--- src/rtl/tpu_pkg.sv ---
// Default operand and accumulator widths shared by every PE in the TPU systolic array.
package tpu_pkg;
   localparam int BITS_AB = 8;
   localparam int BITS_C  = 16;
endpackage

--- src/rtl/tpumac_pipereg.sv ---
// Enabled forwarding register with synchronous active-low reset; carries A/B to neighbouring PEs.
module tpumac_pipereg #(
   parameter int WIDTH = 8
) (
   input  logic             clk,
   input  logic             rst_n,
   input  logic             en,
   input  logic [WIDTH-1:0] d,
   output logic [WIDTH-1:0] q
);

   // NOTE: non-blocking so every PE in the grid samples its neighbour's pre-edge value.
   always_ff @(posedge clk) begin
      if (!rst_n)
         q <= '0;
      else if (en)
         q <= d;
   end

endmodule

--- src/rtl/tpumac.sv ---
// Signed multiply-accumulate PE: forwards A east and B south, and either preloads or accumulates Cout.
module tpumac #(
   parameter int BITS_AB = tpu_pkg::BITS_AB,
   parameter int BITS_C  = tpu_pkg::BITS_C
) (
   input  logic                      clk,
   input  logic                      rst_n,
   input  logic                      en,
   input  logic                      WrEn,
   input  logic signed [BITS_AB-1:0] Ain,
   input  logic signed [BITS_AB-1:0] Bin,
   input  logic signed [BITS_C-1:0]  Cin,
   output logic signed [BITS_AB-1:0] Aout,
   output logic signed [BITS_AB-1:0] Bout,
   output logic signed [BITS_C-1:0]  Cout
);

   logic signed [2*BITS_AB-1:0] product;
   logic signed [BITS_C-1:0]    product_c;

   tpumac_pipereg #(.WIDTH(BITS_AB)) u_areg (
      .clk   (clk),
      .rst_n (rst_n),
      .en    (en),
      .d     (Ain),
      .q     (Aout)
   );

   tpumac_pipereg #(.WIDTH(BITS_AB)) u_breg (
      .clk   (clk),
      .rst_n (rst_n),
      .en    (en),
      .d     (Bin),
      .q     (Bout)
   );

   // Full-width signed product of the live inputs, then sign-extended or truncated to the accumulator.
   assign product   = Ain * Bin;
   assign product_c = BITS_C'(product);

   // NOTE: Cin is only selected when WrEn is high, so an X on Cin cannot leak into Cout.
   always_ff @(posedge clk) begin
      if (!rst_n)
         Cout <= '0;
      else if (en) begin
         if (WrEn)
            Cout <= Cin;
         else
            Cout <= Cout + product_c;
      end
   end

endmodule

--- config.mk ---
export PLATFORM = sky130hd
export DESIGN_NAME = tpumac
export DESIGN_NICKNAME = d
export VERILOG_FILES = /design/src/rtl/tpu_pkg.sv /design/src/rtl/tpumac_pipereg.sv /design/src/rtl/tpumac.sv
export SDC_FILE = /design/constraint.sdc
export NUM_CORES = 1
export LEC_CHECK = 0
export BUFFER_PORTS_ARGS = -buffer_cell sky130_fd_sc_hd__clkbuf_2
export CAP_MARGIN = 10
export CORE_MARGIN = 2
export CORE_UTILIZATION = 53
export DETAILED_ROUTE_END_ITERATION = 10
export PLACE_DENSITY = 0.79
export SLEW_MARGIN = 0
export SYNTH_ARGS = -nofsm -noshare
export SYNTH_HDL_FRONTEND = slang
export SYNTH_HIERARCHICAL = 1
export SYNTH_SLANG_ARGS = --single-unit
--- constraint.sdc ---
create_clock -name clk -period 4.7 [get_ports clk]
set_clock_uncertainty 0.1 [all_clocks]
set_input_delay 0 -clock clk [delete_from_list [all_inputs] [get_ports clk]]
set_output_delay 0 -clock clk [all_outputs]
set_load 0.01 [all_outputs]
==> metrics.md, run 1 <==
| Metric | Value |
|---|---|
| Sw Share | `47.17%` |
| WP buf/inv | `4` |
| Slowest-stage cell, CP | `dlygate4sd3_1` |
| Antenna fix cells | `0` |
| Max VDD drop | `479.0 uV` |
| Post-CTS setup repair buffer count | `0` |
| Worst Max-Slew Pin Slew | `629.4 ps` |
| DRC | `0` |
| Drt first pass iters | `4` |
| Worst hold path type | `input pin to flop` |
| Min-delay src | `Cin[14]` |
| Crit path max-delay family | `adder cells` |
| Post-DR vias/cell | `5.104` |
| Deepest clock path buffer count | `2` |
| Clock Latency Late Sink | `280 ps` |
| Core ar. | `0.007687 mm2` |
| Post-synthesis sequential area ratio | `15.28%` |
| Chip Height | `92.95 um` |
| Clock network fraction of total power | `6.9%` |
| Ys Warns | `6` |
| Initial Utilization | `54.54%` |
| Combinational power share | `81.4%` |
| Slew headroom | `58.04%` |
| Full die area | `0.008639 mm2` |
| H-tree depth | `2` |
| Crit end category | `flop` |
| Clock sinks | `32` |
| Final Hold Vio Count | `0` |
| Place WS | `24.05 ps` |
| Final-report max-slew violation count | `0` |
| Mapped Area | `0.004193 mm2` |
| Final hold slack | `10.24 ps` |
| Arrival time worst endpoint | `4620 ps` |
| Fmax | `219.7 MHz` |
| Total Wirelength | `8.375 mm` |
| Synth Instances | `426` |
| GP Congestion | `0.8617` |
| Critical path class | `input pin to flop` |
| Tmin final | `4553 ps` |
| Area delta synth->final | `17.28%` |
| Critical Path RT | `4770 ps` |
| First-pass GRT wire length | `14.37 mm` |
| Final design utilization | `63.96%` |
| Pwr Density | `639.2 mW/mm2` |
| Critical path cell sequence | `dlygate4sd3_1 > clkbuf_2 > and2_1 > fa_1 > inv_1 > fa_1 > inv_1 > fa_1 > fa_1 > ha_1 > ha_4 > a21o_1 > or3_1 > a21o_1 > a41oi_2 > xnor2_1 > o21ai_1` |
| Grt ovf | `0` |
| Setup_tns | `0 ps` |
| Total track usage | `21.05%` |
| Ports | `68` |
| CP Launch Point | `Bin[6]` |
| Setup ws final | `147.4 ps` |
| CTS root buffer | `clkbuf_8` |
| # Max-Cap Violations | `0` |
| CTS tree | `done` |
| Clock transition at path regs | `60 ps` |
| Net Count, Synth | `570` |
| Netlist cell types | `37` |
| Leak pwr | `2.559 nW` |
| Seq pwr share | `11.6%` |
| Outcome | `finished, final reports clean` |
| Cts bufs inserted | `5` |
| Initial antenna violation count | `0` |
| RSZ-0062 raised after global routing | `false` |
| Die width | `92.95 um` |
| PortBufs | `67` |
| Layout fillers | `633` |
| Vias | `3134` |
| Final setup viols | `0` |
| Internal Power | `1.661 mW` |
| Cell Rows | `32` |
| Critical Path Max Stage Delay | `540 ps` |
| DP HPWL | `6.896 mm` |
| Critical R2R Launch | `Cout[4]$_SDFFE_PN0P_` |
| Register bit total from synthesis | `32` |
| CP dominant cell by count | `fa_1` |
| Pin count of the biggest net entering global routing | `49` |
| Routed len/inst | `13.64 um` |
| Nets | `655` |
| Mean post-synth cell area | `9.842 um2` |
| Worst setup SP type | `input pin` |
| DR iter-0 viols | `98` |
| Share of cells above drive strength 1 | `16.80%` |
| Period utilization | `96.86%` |
| Vias in the first global route | `3207` |
| Antenna-violating nets left | `0` |
| CP max FO | `9` |
| NetSw | `1.483 mW` |
## through the flow
step | std cells | total power, mW | instance area [um2]
after detailed placement | 588 | 2.852 | 4617
final | 614 | 3.143 | 4917
after floorplan | 426 | 2.303 | 4193
after global routing | 614 | 3.555 | 4917
after CTS | 614 | 3.114 | 4887
after global placement | 588 | 2.773 | 4617
## layout by cell type (no fill, tap or decap), types with 3 or more instances in the layout
cell type,instances
inv_1,72
fa_1,70
clkbuf_2,67
nand2_1,38
ha_1,36
dfxtp_1,32
and2_1,31
mux2i_1,25
dlygate4sd3_1,18
xnor2_1,17
nor2b_1,17
a21oi_1,10
o21ai_0,10
nor2_1,8
o211a_1,7
clkbuf_8,6
a21o_1,5
o21bai_1,4
buf_4,4
nand3_1,3
o21ai_1,3
## what timing repair did
| item | in CTS | in global routing |
|---|---|---|
| hold buffers | 18 | 0 |
| setup endpoints to repair | 0 | 6 |
| gates resized for setup | 0 | 9 |
| hold endpoints to repair | 18 | 0 |
## flip-flops by register name, indices dropped and copies added (netlist names)
signal / count
Cout: 16
u_areg/q: 8
u_breg/q: 8
## cell families (layout without fill, tap and decap cells)
family / after synthesis / count (layout) / synth area share [%]
adders and majority gates: 108 / 108 / 44.94
xor gates and xnor gates: 19 / 19 / 3.969
muxes: 25 / 25 / 5.968
DFF: 32 / 32 / 15.28
and+or+nand+nor: 106 / 106 / 13.04
buffers and inverters: 84 / 170 / 8.176
AOI/OAI and AO/OA: 52 / 52 / 8.624
## worst register-to-register path, stage by stage, from the launching register on
cell and delay, ps:
dfxtp_1 360, inv_1 90, fa_1 530, inv_1 50
fa_1 450, ha_1 280, inv_1 50, fa_1 530
inv_1 50, ha_1 310, ha_1 260, fa_2 370
a21oi_2 170, o21ai_1 110, a211oi_2 250, o21bai_1 110
xnor2_1 160, o21ai_0 90
## power by group through the flow
stage          combinational, mW  clock [mW]  sequential [mW]
2_1_floorplan               1.93           0            0.378
3_3_place_gp                2.40           0            0.371
3_5_place_dp                2.48           0            0.371
4_1_cts                     2.52       0.227            0.365
5_1_grt                     2.94       0.239            0.371
6_report                    2.56       0.218            0.365
## routing by layer
layer  share of wire [%]  wire [um]  global-route usage, %
met4                 2.5        210                  7.353
met3                 3.6        302                  2.360
met2                  51       4288                  36.35
met1                  43       3574                  27.45
met5                   0          0                      0
## cells in the mapped netlist, drive strengths merged
cell type,number,area share (%)
fa,71,34
clkinv,1,0.089
nor2,8,0.72
nor3,1,0.12
mux2i,25,6.0
o211ai,2,0.36
or3,1,0.15
and2,32,4.8
clkbuf,6,0.63
o21a,2,0.36
and2b,1,0.18
a21oi,11,1.3
a21o,5,0.90
nand4,1,0.15
a31o,1,0.21
nand2b,2,0.30
buf,5,1.0
xnor2,17,3.6
xor2,2,0.42
o21bai,4,0.72
dfxtp,32,15
o21ai,14,1.7
o211a,7,1.7
a41oi,1,0.39
o221ai,1,0.21
inv,72,6.4
nand3,3,0.36
ha,37,11
nand2,38,3.4
nand3b,2,0.36
nor2b,17,2.5
a211oi,4,0.84
## final timing paths
| check | to | slack [ps] | cells past startpoint |
|---|---|---|---|
| max | Cout[15]$_SDFFE_PN0P_ | 150 | 17 |
| min | Cout[14]$_SDFFE_PN0P_ | 10 | 4 |
| max reg2reg | Cout[12]$_SDFFE_PN0P_ | 260 | 17 |
| min reg2reg | Cout[1]$_SDFFE_PN0P_ | 410 | 1 |
## area by class of cell
class / count / area (um2) / area share [%]
multi-input cells: 310 / 3239 / 65.88
flip-flops and latches: 32 / 640.6 / 13.03
repair buffers: 89 / 545.5 / 11.09
inverters: 73 / 274.0 / 5.573
well taps: 102 / 127.6 / 2.595
clock buffers: 8 / 90.09 / 1.832
(Power assumes the default switching activity.)
==> run 2: changes to the inputs <==
Settings changed: CORE_UTILIZATION 53 to 30, CTS_BUF_LIST set to sky130_fd_sc_hd__clkbuf_16, PLACE_DENSITY 0.79 to unset.
==> run 2 against run 1 <==
Compared with the run above:
- via count rose by 0.77%
- combinational power is 2% higher
- setup slack improved by 50 ps
- critical path type unchanged
- final cell count is 13% higher
- flip-flop and latch count is the same
- clock power grew 38%
==> metrics.md, run 2 (synthesis results as in run 1) <==
| Metric | Value |
|---|---|
| Outcome | `finished, final reports clean` |
| Setup_tns | `0 ps` |
| Final setup viols | `0` |
| Largest registers | `Cout: 16 flops, u_areg/q: 8 flops, u_breg/q: 8 flops` |
| CTS tree | `done` |
| Sw Share | `46.68%` |
| Max VDD drop | `444.8 uV` |
| Cts bufs inserted | `5` |
| Ports | `68` |
| Leak pwr | `2.583 nW` |
| Seq pwr share | `11.2%` |
| Crit path max-delay family | `adder cells` |
| RSZ-0062 raised after global routing | `false` |
| Drt first pass iters | `4` |
| Post-Place Cells | `669` |
| CP dominant cell by count | `fa_1` |
| Critical path class | `input pin to flop` |
| Internal Power | `1.747 mW` |
| Cell Rows | `43` |
| Tmin final | `4503 ps` |
| Combinational power share | `79.7%` |
| Antenna-violating nets left | `0` |
| Total Power | `3.277 mW` |
| Commonest non-fill, non-tap cell in the layout | `inv_1` |
| Full die area | `0.01494 mm2` |
| Worst hold path type | `input pin to flop` |
| Place WS | `73.56 ps` |
| Crit end category | `flop` |
| WP buf/inv | `6` |
| NetSw | `1.530 mW` |
| Total Wirelength | `9.412 mm` |
| Fmax | `222.1 MHz` |
| Initial antenna violation count | `0` |
| Chip Height | `122.2 um` |
| Pwr Density | `646.4 mW/mm2` |
| Clock transition at path regs | `50 ps` |
| R2R depth | `17` |
| Arrival time worst endpoint | `4580 ps` |
| Worst setup SP type | `input pin` |
| CTS root buffer | `clkbuf_16` |
| Critical Path Max Stage Delay | `530 ps` |
| CP max FO | `7` |
| Die width | `122.2 um` |
| H-tree depth | `2` |
| Pin count of the biggest net entering global routing | `49` |
| DP HPWL | `7.837 mm` |
| DRC | `0` |
| Final-report max-slew violation count | `0` |
| Worst Max-Slew Pin Slew | `702.5 ps` |
| Biggest register | `Cout` |
| Hold EP | `u_breg/q[0]$_SDFFE_PN0P_` |
| Deepest clock path buffer count | `2` |
| Max reg flops | `16` |
| Post-DR vias/cell | `4.570` |
| Clock Latency Late Sink | `280 ps` |
| Slowest-stage cell, CP | `dlygate4sd3_1` |
| Finished Layout Cells | `691` |
| Vias | `3158` |
| Setup ws final | `197.4 ps` |
| Critical R2R Capture | `Cout[12]$_SDFFE_PN0P_` |
| Core ar. | `0.01377 mm2` |
| Post-CTS setup repair buffer count | `0` |
| Final Hold Vio Count | `0` |
| Nets | `655` |
| Critical Path RT | `4770 ps` |
| Period utilization | `95.80%` |
| Hold Path Depth | `3` |
| DR iter-0 viols | `71` |
| Share of cells above drive strength 1 | `17.81%` |
| Grt ovf | `0` |
| Vias in the first global route | `3244` |
| Critical R2R Launch | `Cout[4]$_SDFFE_PN0P_` |
| Min-delay src | `Bin[0]` |
| Clock network fraction of total power | `9.2%` |
| Final hold slack | `24.48 ps` |
| Routed len/inst | `13.62 um` |
| Commonest non-fill, non-tap cells in the layout | `inv_1 (72), fa_1 (70), clkbuf_2 (67)` |
| GP Congestion | `0.7736` |
| Critical path cell sequence | `dlygate4sd3_1 > clkbuf_2 > inv_2 > buf_6 > nor2_2 > fa_1 > inv_1 > fa_1 > inv_1 > fa_1 > fa_1 > ha_4 > ha_4 > a21o_1 > or3_1 > a21o_1 > nand2_1 > xnor2_1 > a31o_2` |
| # Max-Cap Violations | `0` |
| First-pass GRT wire length | `15.73 mm` |
| PortBufs | `67` |
| Worst reg2reg setup slack | `250 ps` |
| Antenna fix cells | `0` |
| Clock sinks | `32` |
| Slew headroom | `53.17%` |
| Total track usage | `13.43%` |
| Initial Utilization | `30.44%` |
| Area delta synth->final | `20.92%` |
==> run 2: timing repair <==
item	CTS	global route
endpoints found under the hold margin	15	0
endpoints found under the setup margin	0	7
resized for setup	0	11
hold buffers	15	0
==> run 2: per-stage QoR <==
step	utilization, %	area (um2)
after floorplan	-	4193
final	36.81	5070
after CTS	36.45	5020
after global routing	36.81	5070
after global placement	34.39	4737
after detailed placement	34.39	4737
==> run 2: tightest hold or removal path, stage by stage <==
cell and delay, ps:
clkbuf_2 160, mux2i_1 90, nor2b_1 100
==> run 2: how the worst max path moves through the flow <==
stage,from,to,slack (ps),cells after the start
final,Bin[7],Cout[13]$_SDFFE_PN0P_,200,19
after global routing,Bin[7],Cout[14]$_SDFFE_PN0P_,10,16
after CTS,Bin[7],Cout[15]$_SDFFE_PN0P_,20,19
after detailed placement,Bin[1],Cout[15]$_SDFFE_PN0P_,70,16
after global placement,Bin[1],Cout[15]$_SDFFE_PN0P_,170,16
after floorplan,Cout[6]$_SDFFE_PN0P_,Cout[15]$_SDFFE_PN0P_,310,16
==> run 2: power groups by stage <==
stage / registers (mW) / logic [mW] / clock network (mW)
global placement: 0.373 / 2.40 / 0
detailed placement: 0.373 / 2.47 / 0
global route: 0.373 / 2.99 / 0.326
CTS: 0.368 / 2.51 / 0.316
finish: 0.366 / 2.61 / 0.300
floorplan: 0.378 / 1.93 / 0
==> run 2: layout make-up <==
| cell class | instances | area, um2 |
|---|---|---|
| Clock buffer | 5 | 125.1 |
| Clock inverter | 2 | 7.507 |
| Fill cell | 1435 | 8703 |
| Inverter | 73 | 274.0 |
| Multi-Input combinational cell | 310 | 3256 |
| Sequential cell | 32 | 640.6 |
| Tap cell | 180 | 225.2 |
| Timing Repair Buffer | 89 | 541.8 |
==> run 2: routing by layer <==
metal,vias to the layer above,GRT usage [%],part of all wire [%]
met5,-,0,0
met1,1577,16.86,45
met3,5,2.788,4.3
met4,0,1.940,0.68
li1,1515,-,-
met2,61,24.20,50
